==> src/rtl/hazard_unit_pkg.sv <==
// Shared encodings for the hazard unit: forwarding selects and register-number constants.
package hazard_unit_pkg;

  localparam int unsigned REG_AW = 5;
  localparam logic [REG_AW-1:0] REG_ZERO = '0;

  typedef enum logic [1:0] {
    FWD_RF  = 2'b00,
    FWD_EXE = 2'b01,
    FWD_MEM = 2'b10,
    FWD_WB  = 2'b11
  } fwd_e;

endpackage

==> src/rtl/hazard_fwd_sel.sv <==
// Single-source forwarding matcher: EXE > MEM > WB priority, plus per-stage load-hit flags.
module hazard_fwd_sel
  import hazard_unit_pkg::*;
#(
  parameter int unsigned AW = REG_AW
) (
  input  logic [AW-1:0] src_i,
  input  logic          src_used_i,
  input  logic          exe_wen_i,
  input  logic [AW-1:0] exe_wnum_i,
  input  logic          mem_wen_i,
  input  logic [AW-1:0] mem_wnum_i,
  input  logic          wb_wen_i,
  input  logic [AW-1:0] wb_wnum_i,
  input  logic          exe_is_load_i,
  input  logic          mem_is_load_i,
  output logic [1:0]    sel_o,
  output logic          exe_load_hit_o,
  output logic          mem_load_hit_o
);

  logic src_live;
  logic exe_hit, mem_hit, wb_hit;

  // A source of r0 never matches, so checking the source covers wnum != 0 as well.
  assign src_live = src_used_i && (src_i != AW'(REG_ZERO));

  assign exe_hit = src_live && exe_wen_i && (exe_wnum_i == src_i);
  assign mem_hit = src_live && mem_wen_i && (mem_wnum_i == src_i);
  assign wb_hit  = src_live && wb_wen_i  && (wb_wnum_i  == src_i);

  assign exe_load_hit_o = exe_hit && exe_is_load_i;
  assign mem_load_hit_o = mem_hit && mem_is_load_i;

  always_comb begin
    sel_o = FWD_RF;
    if (exe_hit)      sel_o = FWD_EXE;
    else if (mem_hit) sel_o = FWD_MEM;
    else if (wb_hit)  sel_o = FWD_WB;
  end

endmodule

==> src/rtl/hazard_unit.sv <==
// ID-stage hazard unit: operand forwarding, load-use and MDU interlocks, branch flush, stall counter.
module hazard_unit
  import hazard_unit_pkg::*;
#(
  parameter int unsigned AW       = REG_AW,
  parameter int unsigned NUM_SRC  = 2,
  parameter int unsigned LOAD_LAT = 1,
  parameter int unsigned MDU_LAT  = 32,
  parameter int unsigned CNT_W    = 32
) (
  input  logic                  clk,
  input  logic                  rst_n,
  input  logic                  id_valid,
  input  logic [NUM_SRC*AW-1:0] id_src,
  input  logic [NUM_SRC-1:0]    id_src_used,
  input  logic                  id_mdu_op,
  input  logic                  id_reads_hilo,
  input  logic                  exe_wen,
  input  logic                  mem_wen,
  input  logic                  wb_wen,
  input  logic [AW-1:0]         exe_wnum,
  input  logic [AW-1:0]         mem_wnum,
  input  logic [AW-1:0]         wb_wnum,
  input  logic                  exe_is_load,
  input  logic                  mem_is_load,
  input  logic                  ex_branch_taken,
  output logic [2*NUM_SRC-1:0]  fwd_sel,
  output logic                  stall_if,
  output logic                  stall_id,
  output logic                  bubble_ex,
  output logic                  flush_id,
  output logic                  mdu_start,
  output logic                  mdu_busy,
  output logic [CNT_W-1:0]      stall_cnt
);

  localparam int unsigned CW     = $clog2(MDU_LAT + 1);
  localparam logic        LU_MEM = (LOAD_LAT > 1);

  logic [NUM_SRC-1:0] exe_ld_hit;
  logic [NUM_SRC-1:0] mem_ld_hit;
  logic               lu_stall;
  logic               mdu_stall;
  logic               stall;

  logic [CW-1:0]      cnt_q, cnt_d;
  logic [CNT_W-1:0]   stall_cnt_q, stall_cnt_d;

  for (genvar i = 0; i < NUM_SRC; i++) begin : g_src
    hazard_fwd_sel #(
      .AW(AW)
    ) u_fwd (
      .src_i         (id_src[i*AW +: AW]),
      .src_used_i    (id_src_used[i]),
      .exe_wen_i     (exe_wen),
      .exe_wnum_i    (exe_wnum),
      .mem_wen_i     (mem_wen),
      .mem_wnum_i    (mem_wnum),
      .wb_wen_i      (wb_wen),
      .wb_wnum_i     (wb_wnum),
      .exe_is_load_i (exe_is_load),
      .mem_is_load_i (mem_is_load),
      .sel_o         (fwd_sel[2*i +: 2]),
      .exe_load_hit_o(exe_ld_hit[i]),
      .mem_load_hit_o(mem_ld_hit[i])
    );
  end

  assign lu_stall  = id_valid && ((|exe_ld_hit) || (LU_MEM && (|mem_ld_hit)));
  assign mdu_busy  = (cnt_q != '0);
  assign mdu_stall = id_valid && mdu_busy && (id_mdu_op || id_reads_hilo);
  // rst_n gating keeps the launch pulse quiet while reset is held.
  assign mdu_start = rst_n && id_valid && id_mdu_op && !mdu_busy && !lu_stall && !ex_branch_taken;

  assign stall     = (lu_stall || mdu_stall) && !ex_branch_taken;
  assign stall_if  = stall;
  assign stall_id  = stall;
  assign bubble_ex = stall;
  assign flush_id  = ex_branch_taken;
  assign stall_cnt = stall_cnt_q;

  always_comb begin
    cnt_d = cnt_q;
    if (mdu_start)     cnt_d = CW'(MDU_LAT);
    else if (mdu_busy) cnt_d = cnt_q - CW'(1);
  end

  always_comb begin
    stall_cnt_d = stall_cnt_q;
    if (stall && !(&stall_cnt_q)) stall_cnt_d = stall_cnt_q + CNT_W'(1);
  end

  always_ff @(posedge clk or negedge rst_n) begin
    if (!rst_n) begin
      cnt_q       <= '0;
      stall_cnt_q <= '0;
    end else begin
      cnt_q       <= cnt_d;
      stall_cnt_q <= stall_cnt_d;
    end
  end

endmodule

==> config.mk <==
export PLATFORM = sky130hd
export DESIGN_NAME = hazard_unit
export DESIGN_NICKNAME = d
export VERILOG_FILES = /design/src/rtl/hazard_unit_pkg.sv /design/src/rtl/hazard_fwd_sel.sv /design/src/rtl/hazard_unit.sv
export SDC_FILE = /design/constraint.sdc
export NUM_CORES = 1
export LEC_CHECK = 0
export ABC_AREA = 1
export CELL_PAD_IN_SITES_DETAIL_PLACEMENT = 2
export CELL_PAD_IN_SITES_GLOBAL_PLACEMENT = 2
export CORE_AREA = 3 3 115 106
export CTS_BUF_LIST = sky130_fd_sc_hd__clkbuf_4
export CTS_CLUSTER_SIZE = 16
export DETAILED_ROUTE_END_ITERATION = 12
export DIE_AREA = 0 0 118 109
export GPL_ROUTABILITY_DRIVEN = 0
export PLACE_DENSITY = 0.95
export RECOVER_POWER = 25
export SLEW_MARGIN = 20
export SYNTH_ARGS = -nofsm -noshare
export SYNTH_HDL_FRONTEND = slang
export SYNTH_SLANG_ARGS = --single-unit
==> constraint.sdc <==
create_clock -name clk -period 2.7 [get_ports clk]
set_input_delay 0.405 -clock clk [delete_from_list [all_inputs] [get_ports clk]]
set_output_delay 0.405 -clock clk [all_outputs]
set_load 0.005 [all_outputs]
==> flow_metrics.py, run 1 <==
metrics = {
    "outcome": {
        "status": "finished with violations",
        "violations": "max-capacitance violations, max-slew violations",
    },
    "power_and_ir_drop": {
        "p_sw_share_pct": 36.6,
        "p_leak_nw": 2.08,
        "irDropWorstVdd_v": 0.000301,
        "powerDensity_nw_per_um2": 384,
        "power_switching_mw": 0.613,
        "p_comb_share_pct": 32.1,
        "p_int_mw": 1.06,
        "seq_power_share_pct": 43.6,
        "p_total_mw": 1.68,
        "p_clk_share_pct": 24.3,
    },
    "logic_synthesis": {
        "yosysTopAreaCell": "dfrtp_1",
        "synth-compound-area-share_pct": 3.68,
        "synth_top_family_by_area": "simple AND/OR/NAND/NOR gates",
        "synth_warnings": 0,
        "syn_nets": 538,
        "post-synth-top-count-cell": "nand2_1",
        "synth_top_area_share_pct": 28.8,
        "synth_commonest_cells": "153 x nand2_1, 60 x inv_1, 44 x nor2_1",
        "synthXorXnorAreaFrac_pct": 7.70,
        "ys.flop_type": "dfrtp_1",
        "async_reset_ff_share_pct": 100,
        "synthMuxAreaShare_pct": 0,
        "yosysSeqAreaShare_pct": 28.8,
        "postSynthCellCount": 497,
        "syn-cell-area_um2": 3300,
        "avgSynthCellArea_um2": 6.63,
        "synth_cell_types": 36,
        "synth_area_leaders": "dfrtp_1 29%, nand2_1 17%, nand4_1 7.2%",
        "synth-edff-count": 0,
        "synth-adder-area-share_pct": 1.14,
        "yosys.area_share.simple_pct": 46.1,
        "ys_ff_latch": 38,
    },
    "floorplanning": {
        "fp.dieW_um": 118,
        "core_um2": 10900,
        "die_y_um": 109,
        "start_util_pct": 30.1,
        "io_pins": 80,
        "rows": 36,
        "die_area_um2": 12900,
    },
    "clock_tree": {
        "clock_latency_ns": 0.37,
        "cts_tree": "built",
        "cts_buffers": 5,
        "clk_transition_reported_paths_ns": 0.13,
        "cts_root_buf": "clkbuf_4",
        "holdBufCountCts": 0,
        "clock-sinks": 38,
        "cts_buffer_depth": 2,
        "htreeDepth": 2,
    },
    "cells_and_area": {
        "postLayoutCellArea_um2": 4370,
        "final_nets": 621,
        "areaGrowthSynthToFinish_pct": 32.4,
        "fin_cells": 734,
        "final_layout_size_suffix_gt1_share_pct": 11.9,
    },
    "global_route": {
        "grt.overflow.total": 0,
        "first_global_vias": 4347,
        "antenna_found_initial": 2,
        "grt_pass1_wl_um": 24100,
        "grtUsageTotal_pct": 23.6,
        "grt_max_degree": 49,
    },
    "timing": {
        "setup_violations": 0,
        "tightest_slew_ns": 2.27,
        "skew_ns": 0.0191,
        "fin_crit_sh_pct": 98.6,
        "period_minus_slack_ns": 2.66,
        "final_max_slew_viol_count": 39,
        "hold_violations": 0,
        "slew_headroom_pct": -51.2,
        "max_freq_mhz": 376,
    },
    "run": {
        "max-cap-violations": 1,
    },
    "critical_path": {
        "cp-end-kind": "primary output",
        "worstPathArrival_ns": 2.26,
        "path_max_fanout": 3,
        "startpoint_type": "input pin",
        "crit_type": "input pin to primary output",
        "required_ns": 2.30,
    },
    "placement": {
        "place_inst": 724,
        "port_buffers": 78,
        "hpwlAfterDp_um": 10700,
        "dpl-instance-area_um2": 4240,
    },
    "detailed_routing": {
        "wl_per_cell_um": 20.6,
        "first_iter_violations": 196,
        "via_per_inst": 5.17,
        "drt_wl_total_um": 15100,
        "remaining_drc_errors": 0,
        "ant_nets": 0,
        "vias": 3796,
        "firstDrtPassIters": 4,
    },
    "worst_hold_path": {
        "hold_path_class": "register to register",
    },
}
==> power groups by stage <==
stage	combinational, mW	sequential, mW	clock, mW
CTS	0.534	0.725	0.415
finish	0.539	0.730	0.407
floorplan	0.281	0.716	0
detailed placement	0.536	0.737	0
global placement	0.486	0.724	0
global route	0.601	0.737	0.442
==> cells in the final DEF (no fill, tap or decap), types with 2 or more instances in the layout <==
cell / synthesis / routed
nand3_4: 3 / 3
nand4_1: 38 / 38
nand2_2: 8 / 9
nor4_1: 3 / 2
clkbuf_4: 0 / 5
a21oi_1: 5 / 3
a31oi_1: 2 / 2
dlygate4sd2_1: 0 / 18
xor2_1: 22 / 22
nand2_4: 1 / 2
nand3b_1: 4 / 4
inv_2: 12 / 12
nor2_4: 3 / 4
clkdlybuf4s50_1: 0 / 58
nand3_1: 41 / 38
nor2_1: 44 / 43
nor3_1: 7 / 6
nand2_1: 153 / 151
o21ai_0: 8 / 8
a21boi_0: 3 / 2
or2_2: 3 / 3
nand3_2: 3 / 6
xnor2_1: 7 / 7
diode_2: 0 / 2
dfrtp_1: 38 / 38
nand4_2: 2 / 2
inv_1: 60 / 60
buf_4: 4 / 13
ha_1: 3 / 3
==> through the flow <==
stage | worst slack (ns) | hold slack, ns | TNS, ns | utilization [%]
3_5_place_dp | -0.299 | 0.492 | -2.66 | 38.7
4_1_cts | 0.00403 | 0.193 | 0 | 39.6
5_1_grt | -0.0194 | 0.535 | -0.0374 | 39.9
3_3_place_gp | -0.0742 | 0.471 | -0.422 | 38.7
2_1_floorplan | 0.902 | 0.109 | 0 | -
6_report | 0.0381 | 0.502 | 0 | 39.9
==> area by class of cell <==
type | instances | area, um^2
multi-input combinational | 370 | 2000
timing repair buffer | 93 | 877
antenna | 2 | 5.00
clock inverter | 2 | 33.8
inverter | 72 | 270
fill | 1343 | 6580
tap | 152 | 190
clock buffer | 5 | 37.5
sequential | 38 | 951
==> kinds of logic (layout without fill, tap and decap cells) <==
kind of cell               count (synthesis)  in the layout
and+or+nand+nor                          318            318
buffers and inverters                     89            172
DFF                                       38             38
xor gates and xnor gates                  29             29
AOI/OAI and AO/OA                         20             20
adders and majority gates                  3              3
other                                      0              2
==> per-layer routing <==
layer / up-vias / GRT usage (%) / wire [um]
li1: 1761 / - / -
met1: 1929 / 29.1 / 6410
met2: 80 / 42.7 / 7860
met3: 26 / 3.53 / 441
met4: 0 / 7.95 / 412
met5: - / 0 / 0
==> registers in the layout, summed over array words and instances (netlist names) <==
name       flops
stall_cnt     32
cnt_q          6
==> repair_timing <==
item / in CTS / in global routing
endpoints found under the setup margin: 8 / 3
setup buffers: 1 / 0
pin swaps: 4 / 5
gates resized for setup: 27 / 7
==> worst max-delay path, cell delays in order <==
cell and delay [ns]:
clkdlybuf4s50_1 0.52, inv_1 0.07, nand2_1 0.08, nand3_2 0.12
nor2_4 0.15, nand3_2 0.09, buf_4 0.14, buf_4 0.12
nand2_1 0.05, clkdlybuf4s50_1 0.51
==> worst paths after layout <==
path                              start             to  slack, ns  depth (start not counted)
min in group asynchronous         rst_n  stall_cnt[22]       0.87                          2
max                         exe_wnum[0]     fwd_sel[0]       0.04                         10
max in group asynchronous         rst_n  stall_cnt[11]       0.53                          2
max reg2reg                stall_cnt[0]  stall_cnt[16]       0.16                          9
min                            cnt_q[0]       cnt_q[0]       0.50                          1
min reg2reg                    cnt_q[0]       cnt_q[0]       0.50                          1
No activity file was read; power rests on OpenSTA's default activity.
==> inputs of run 2 (changes only) <==
ABC_AREA = not set   (was 1)
CORE_AREA = 3 3 99 91   (was 3 3 115 106)
DIE_AREA = 0 0 102 94   (was 0 0 118 109)
==> run 2 against run 1 <==
  * The flow finishes with violations (max-capacitance violations, max-slew violations, negative setup slack)
  * Clock-buffer cell count increased by 2
  * Combinational power grew 35%
  * First-iteration DRC count shrank 27%
  * Clock power up 5.2%
  * Synthesized cell count fell by 49%
  * Critical path depth unchanged
  * Worst setup slack lost 0.15 ns
  * Flip-flop and latch count stayed put
  * Wire length is 13% lower
  * Global-route usage rose by 2.0 points
==> flow_metrics.py, run 2 <==
metrics = {
    "outcome": {
        "status": "finished with violations",
        "violations": "max-capacitance violations, max-slew violations, negative setup slack",
    },
    "run": {
        "max-cap-violations": 1,
    },
    "cells_and_area": {
        "final_layout_size_suffix_gt1_share_pct": 23.3,
        "n_fill_cell": 862,
        "multi_input_area_um2": 1570,
        "layout_common_cells": "58 x clkdlybuf4s50_1, 41 x xor2_1, 38 x dfrtp_1",
        "final_common_cell": "clkdlybuf4s50_1",
        "largest_reg_flops": 32,
        "final_util_pct": 47.3,
        "areaGrowthSynthToFinish_pct": 53.7,
        "seqCellArea_um2": 951,
        "antenna_cells": 0,
        "final_nets": 409,
    },
    "detailed_routing": {
        "vias": 2635,
        "met3_length_um": 306,
        "first_iter_violations": 144,
        "ant_nets": 0,
        "drt_wl_total_um": 13100,
        "remaining_drc_errors": 0,
        "firstDrtPassIters": 4,
        "wl_met2_um": 7000,
        "via_per_inst": 5.63,
        "routed.top_layer": "met4",
        "drt-met1-wl_um": 5420,
        "wl_per_cell_um": 28.0,
    },
    "timing": {
        "hold_violations": 0,
        "max_freq_mhz": 355,
        "tightest_slew_ns": 2.16,
        "setup_violations": 18,
        "setup_tns_ns": -0.885,
        "skew_ns": 0.0200,
        "period_minus_slack_ns": 2.81,
        "fin_crit_sh_pct": 104,
        "slew_headroom_pct": -43.9,
        "final_max_slew_viol_count": 39,
        "layout_setup_ws_ns": -0.114,
    },
    "global_route": {
        "antenna_found_initial": 0,
        "grt_pass1_wl_um": 18400,
        "grtUsageTotal_pct": 25.6,
        "first_global_vias": 2972,
        "grt.overflow.total": 0,
        "grt_max_degree": 39,
    },
    "floorplanning": {
        "rows": 31,
        "io_pins": 80,
        "die_y_um": 94,
        "die_area_um2": 9590,
        "start_util_pct": 30.7,
        "fp.dieW_um": 102,
        "core_um2": 8070,
    },
    "placement": {
        "port_buffers": 78,
        "place_ws_ns": -0.490,
        "hpwlAfterDp_um": 8320,
    },
    "critical_path": {
        "reg2reg_to": "stall_cnt[26]",
        "worstPathArrival_ns": 3.05,
        "reg2reg_slack_ns": 0.08,
        "reg2regPathDepth": 8,
        "critPathCapture": "stall_cnt[9]",
        "crit_start": "exe_wnum[4]",
        "crit_type": "input pin to register",
        "cp-end-kind": "register",
        "reg2reg_from": "stall_cnt[0]",
        "startpoint_type": "input pin",
        "required_ns": 2.93,
        "path_max_fanout": 8,
    },
    "logic_synthesis": {
        "post-synth-top-count-cell": "xor2_1",
        "yosysSeqAreaShare_pct": 38.3,
        "synth_area_leaders": "dfrtp_1 38%, xor2_1 14%, xnor2_1 7.4%",
        "async_reset_ff_share_pct": 100,
        "synth_top_area_share_pct": 38.3,
        "synth_warnings": 0,
        "synth_cell_types": 43,
        "syn-cell-area_um2": 2480,
        "avgSynthCellArea_um2": 9.73,
        "postSynthCellCount": 255,
        "synth-edff-count": 0,
        "synth_commonest_cells": "41 x xor2_1, 38 x dfrtp_1, 21 x xnor2_1",
        "ys.flop_type": "dfrtp_1",
        "yosysTopAreaCell": "dfrtp_1",
        "ys_ff_latch": 38,
        "syn_nets": 296,
    },
    "clock_tree": {
        "cts_tree": "built",
        "htreeDepth": 2,
        "clk_transition_reported_paths_ns": 0.13,
        "cts_root_buf": "clkbuf_4",
        "cts_buffer_depth": 2,
        "clock-sinks": 38,
        "clock_latency_ns": 0.36,
        "holdBufCountCts": 0,
        "cts_buffers": 5,
    },
    "power_and_ir_drop": {
        "irDropWorstVdd_v": 0.000336,
        "powerDensity_nw_per_um2": 515,
        "p_leak_nw": 1.71,
    },
    "worst_hold_path": {
        "hold_path_class": "register to register",
    },
}
## run 2: cell count changes in the layout (fill, tap and decap cells not counted), sizes merged, moves of 27 or more
cell	before	now
buf	15	42
inv	72	8
nand2	162	20
nand3	47	12
nand4	40	8
nor2	48	19
## run 2: per-layer routing
layer,vias up,global-route usage (%)
li1,1125,-
met1,1407,31.7
met2,77,45.2
met3,26,3.71
met4,0,8.63
met5,-,0
## run 2: worst max-delay path, cell delays in order
cell	delay (ns)
clkdlybuf4s50_1	0.49
xor2_1	0.20
nor4_2	0.34
nand4b_1	0.25
buf_4	0.21
buf_4	0.14
a32o_2	0.28
buf_4	0.19
nor4_2	0.32
xnor2_1	0.23
## run 2: worst min path at each step
stage	endpoint	depth (start not counted)	start	slack, ns
finish	stall_cnt[18]	1	stall_cnt[18]	0.51
global route	stall_cnt[18]	1	stall_cnt[18]	0.53
CTS	stall_cnt[21]	2	rst_n	0.17
detailed placement	stall_cnt[18]	1	stall_cnt[18]	0.49
global placement	stall_cnt[18]	1	stall_cnt[18]	0.48
floorplan	cnt_q[0]	0	rst_n	0.11
## run 2: stage by stage
stage | instance area, um^2 | std cells | total power [mW] | hold WS (ns)
2_1_floorplan | 2480 | 255 | 1.09 | 0.109
5_1_grt | 3810 | 468 | 2.07 | 0.531
6_report | 3810 | 468 | 1.96 | 0.514
3_3_place_gp | 3540 | 452 | 1.38 | 0.478
4_1_cts | 3690 | 466 | 1.89 | 0.169
3_5_place_dp | 3540 | 452 | 1.46 | 0.492
## run 2: cells by family (layout without fill, tap and decap cells)
group           Yosys count  count (layout)  share of synthesized area (%)
simple gates            112             112                           27.0
compound gates           20              20                           5.80
mux                       3               3                           1.46
flops                    38              38                           38.3
buf+inv                  17             131                           3.99
fa+ha+maj                 3               3                           1.51
xor+xnor                 62              62                           21.9
## run 2: cell type report
type / instances / share of cell area (%)
inverters: 8 / 0.788
clock inverters: 1 / 0.788
repair buffers: 115 / 27.7
multi-input cells: 200 / 41.1
flip-flops and latches: 38 / 24.9
clock buffers: 7 / 1.38
well taps: 99 / 3.25
## run 2: timing repair
item | in CTS | in global routing
buffers inserted | 6 | 2
resized for setup | 38 | 27
pin swaps | 11 | 10
setup endpoints to repair | 10 | 40
## run 2: where the power goes
part	internal, mW	switching, mW	leakage, nW	total, mW
Combinational	0.366	0.365	1.19	0.730
Sequential	0.669	0.134	0.474	0.804
Clock	0.217	0.211	0.0463	0.428
Total	1.25	0.710	1.71	1.96
==> inputs of run 3 (changes only) <==
ABC_AREA = 1   (was not set)
CORE_AREA = 3 3 115 106   (was 3 3 99 91)
DIE_AREA = 0 0 118 109   (was 0 0 102 94)
PLACE_DENSITY = 0.92   (was 0.95)
==> run 3 against run 2 <==
  * The flow now finishes without violations
  * Maximum frequency up 9.7%
  * Via count rose by 46%
  * Worst hold slack better by 0.016 ns
  * Die area increased by 34%
  * Global-route usage fell by 2.1 points
  * Wire length up 15%
  * Largest power group unchanged
  * Highest routed layer unchanged
==> flow_metrics.py, run 3 (synthesis results as in run 1) <==
metrics = {
    "cells_and_area": {
        "layout_common_cells": "151 x nand2_1, 59 x inv_1, 55 x clkdlybuf4s50_1",
        "postLayoutCellArea_um2": 4360,
        "largest_reg_flops": 32,
        "final_nets": 623,
        "areaGrowthSynthToFinish_pct": 32.2,
        "n_fill_cell": 1316,
        "final_common_cell": "nand2_1",
        "final_layout_size_suffix_gt1_share_pct": 12.9,
    },
    "critical_path": {
        "critPathTopFamily": "buffers and inverters",
        "crit_buf_inv": 5,
        "path_max_fanout": 2,
        "path_cells": "clkdlybuf4s50_1, inv_1, a21oi_2, nand2_1, nor2_2, nand3_2, nand2_2, nand2_2, buf_4, nand2_1, inv_1, dlygate4sd2_1",
        "cp-end-kind": "primary output",
        "crit_type": "input pin to primary output",
        "crit_path_top_delay_cell": "clkdlybuf4s50_1",
        "worstPathArrival_ns": 2.16,
        "startpoint_type": "input pin",
        "max_stage_delay_ns": 0.47,
        "required_ns": 2.30,
    },
    "clock_tree": {
        "clk_transition_reported_paths_ns": 0.13,
        "cts_buffers": 5,
        "cts_buffer_depth": 2,
        "cts_tree": "built",
        "holdBufCountCts": 0,
        "clock-sinks": 38,
        "cts_root_buf": "clkbuf_4",
        "clock_latency_ns": 0.38,
        "htreeDepth": 2,
    },
    "global_route": {
        "first_global_vias": 4416,
        "grt.overflow.total": 0,
        "grtUsageTotal_pct": 23.6,
        "grt_pass1_wl_um": 24200,
        "grt_max_degree": 49,
        "antenna_found_initial": 1,
    },
    "placement": {
        "place_ws_ns": -0.326,
        "hpwlAfterDp_um": 10800,
        "dpl-instance-area_um2": 4250,
        "port_buffers": 78,
    },
    "floorplanning": {
        "die_area_um2": 12900,
        "fp.dieW_um": 118,
        "core_um2": 10900,
        "io_pins": 80,
        "die_y_um": 109,
        "rows": 36,
        "start_util_pct": 30.1,
    },
    "timing": {
        "slew_headroom_pct": 27.4,
        "setup_tns_ns": 0,
        "layout_setup_ws_ns": 0.135,
        "final_max_slew_viol_count": 0,
        "setup_violations": 0,
        "fin_crit_sh_pct": 95.0,
        "max_freq_mhz": 390,
        "period_minus_slack_ns": 2.57,
        "tightest_slew_ns": 1.09,
        "rsz0062_at_grt": "no",
        "hold_violations": 0,
        "skew_ns": 0.0201,
    },
    "detailed_routing": {
        "firstDrtPassIters": 4,
        "via_per_inst": 5.23,
        "remaining_drc_errors": 0,
        "ant_nets": 0,
        "wl_per_cell_um": 20.5,
        "first_iter_violations": 149,
        "drt_wl_total_um": 15100,
        "vias": 3842,
    },
    "power_and_ir_drop": {
        "powerDensity_nw_per_um2": 366,
        "irDropWorstVdd_v": 0.000266,
        "p_leak_nw": 2.11,
    },
    "outcome": {
        "status": "finished clean",
    },
    "run": {
        "max-cap-violations": 0,
    },
    "worst_hold_path": {
        "hold_path_class": "input pin to asynchronous set/reset pin",
    },
}
-- run 3: path summary, 6_finish.rpt --
path / startpoint / to / slack (ns) / depth (start not counted)
min in group clk: cnt_q[3] / cnt_q[3] / 0.54 / 1
max in group asynchronous: rst_n / stall_cnt[10] / 1.49 / 2
worst max register to register: stall_cnt[0] / stall_cnt[8] / 0.36 / 9
worst max-delay path: exe_wen / mdu_start / 0.13 / 12
worst min-delay path: rst_n / stall_cnt[24] / 0.53 / 2
worst min register to register: cnt_q[3] / cnt_q[3] / 0.54 / 1
-- run 3: cell type report --
class	count	area, um^2	share of cell area [%]
clock inverter	2	10.0	0.230
timing repair buffer	95	900	20.6
clock buffer	5	37.5	0.861
sequential	38	951	21.8
antenna	1	2.50	0.0574
multi-input combinational	370	2000	45.8
tap	152	190	4.36
inverter	72	270	6.20
-- run 3: layer usage --
layer / global-route usage, % / up-vias / part of all wire [%]
met1: 28.4 / 1968 / 43
met3: 3.37 / 33 / 2.2
met2: 43.7 / 74 / 52
met5: 0 / - / 0
li1: - / 1767 / -
met4: 7.53 / 0 / 2.8
-- run 3: what timing repair did --
item | in CTS | in global routing
pin swaps | 7 | 2
gates resized for setup | 33 | 7
setup endpoints to repair | 8 | 4
setup buffers | 1 | 0
-- run 3: stage by stage --
step / util (%) / total power, mW / hold WS [ns] / instances
floorplan: - / 0.997 / 0.109 / 497
global placement: 38.9 / 1.21 / 0.473 / 726
detailed placement: 38.9 / 1.27 / 0.494 / 726
CTS: 39.6 / 1.60 / 0.223 / 734
global route: 39.8 / 1.70 / 0.558 / 735
finish: 39.8 / 1.60 / 0.530 / 735
-- run 3: worst reg2reg max path: cells and delay by family (launching register included) --
family | cells | cell delay, ns
fa+ha+maj | 1 | 0.21
simple gates | 8 | 1.61
flops | 1 | 0.44
-- run 3: where the power goes --
part / leakage (nW) / total (mW) / switching (mW) / internal (mW)
clock network: 0.0308 / 0.321 / 0.227 / 0.0940
registers: 0.513 / 0.725 / 0.0810 / 0.644
logic: 1.57 / 0.549 / 0.316 / 0.233
total: 2.11 / 1.60 / 0.624 / 0.972
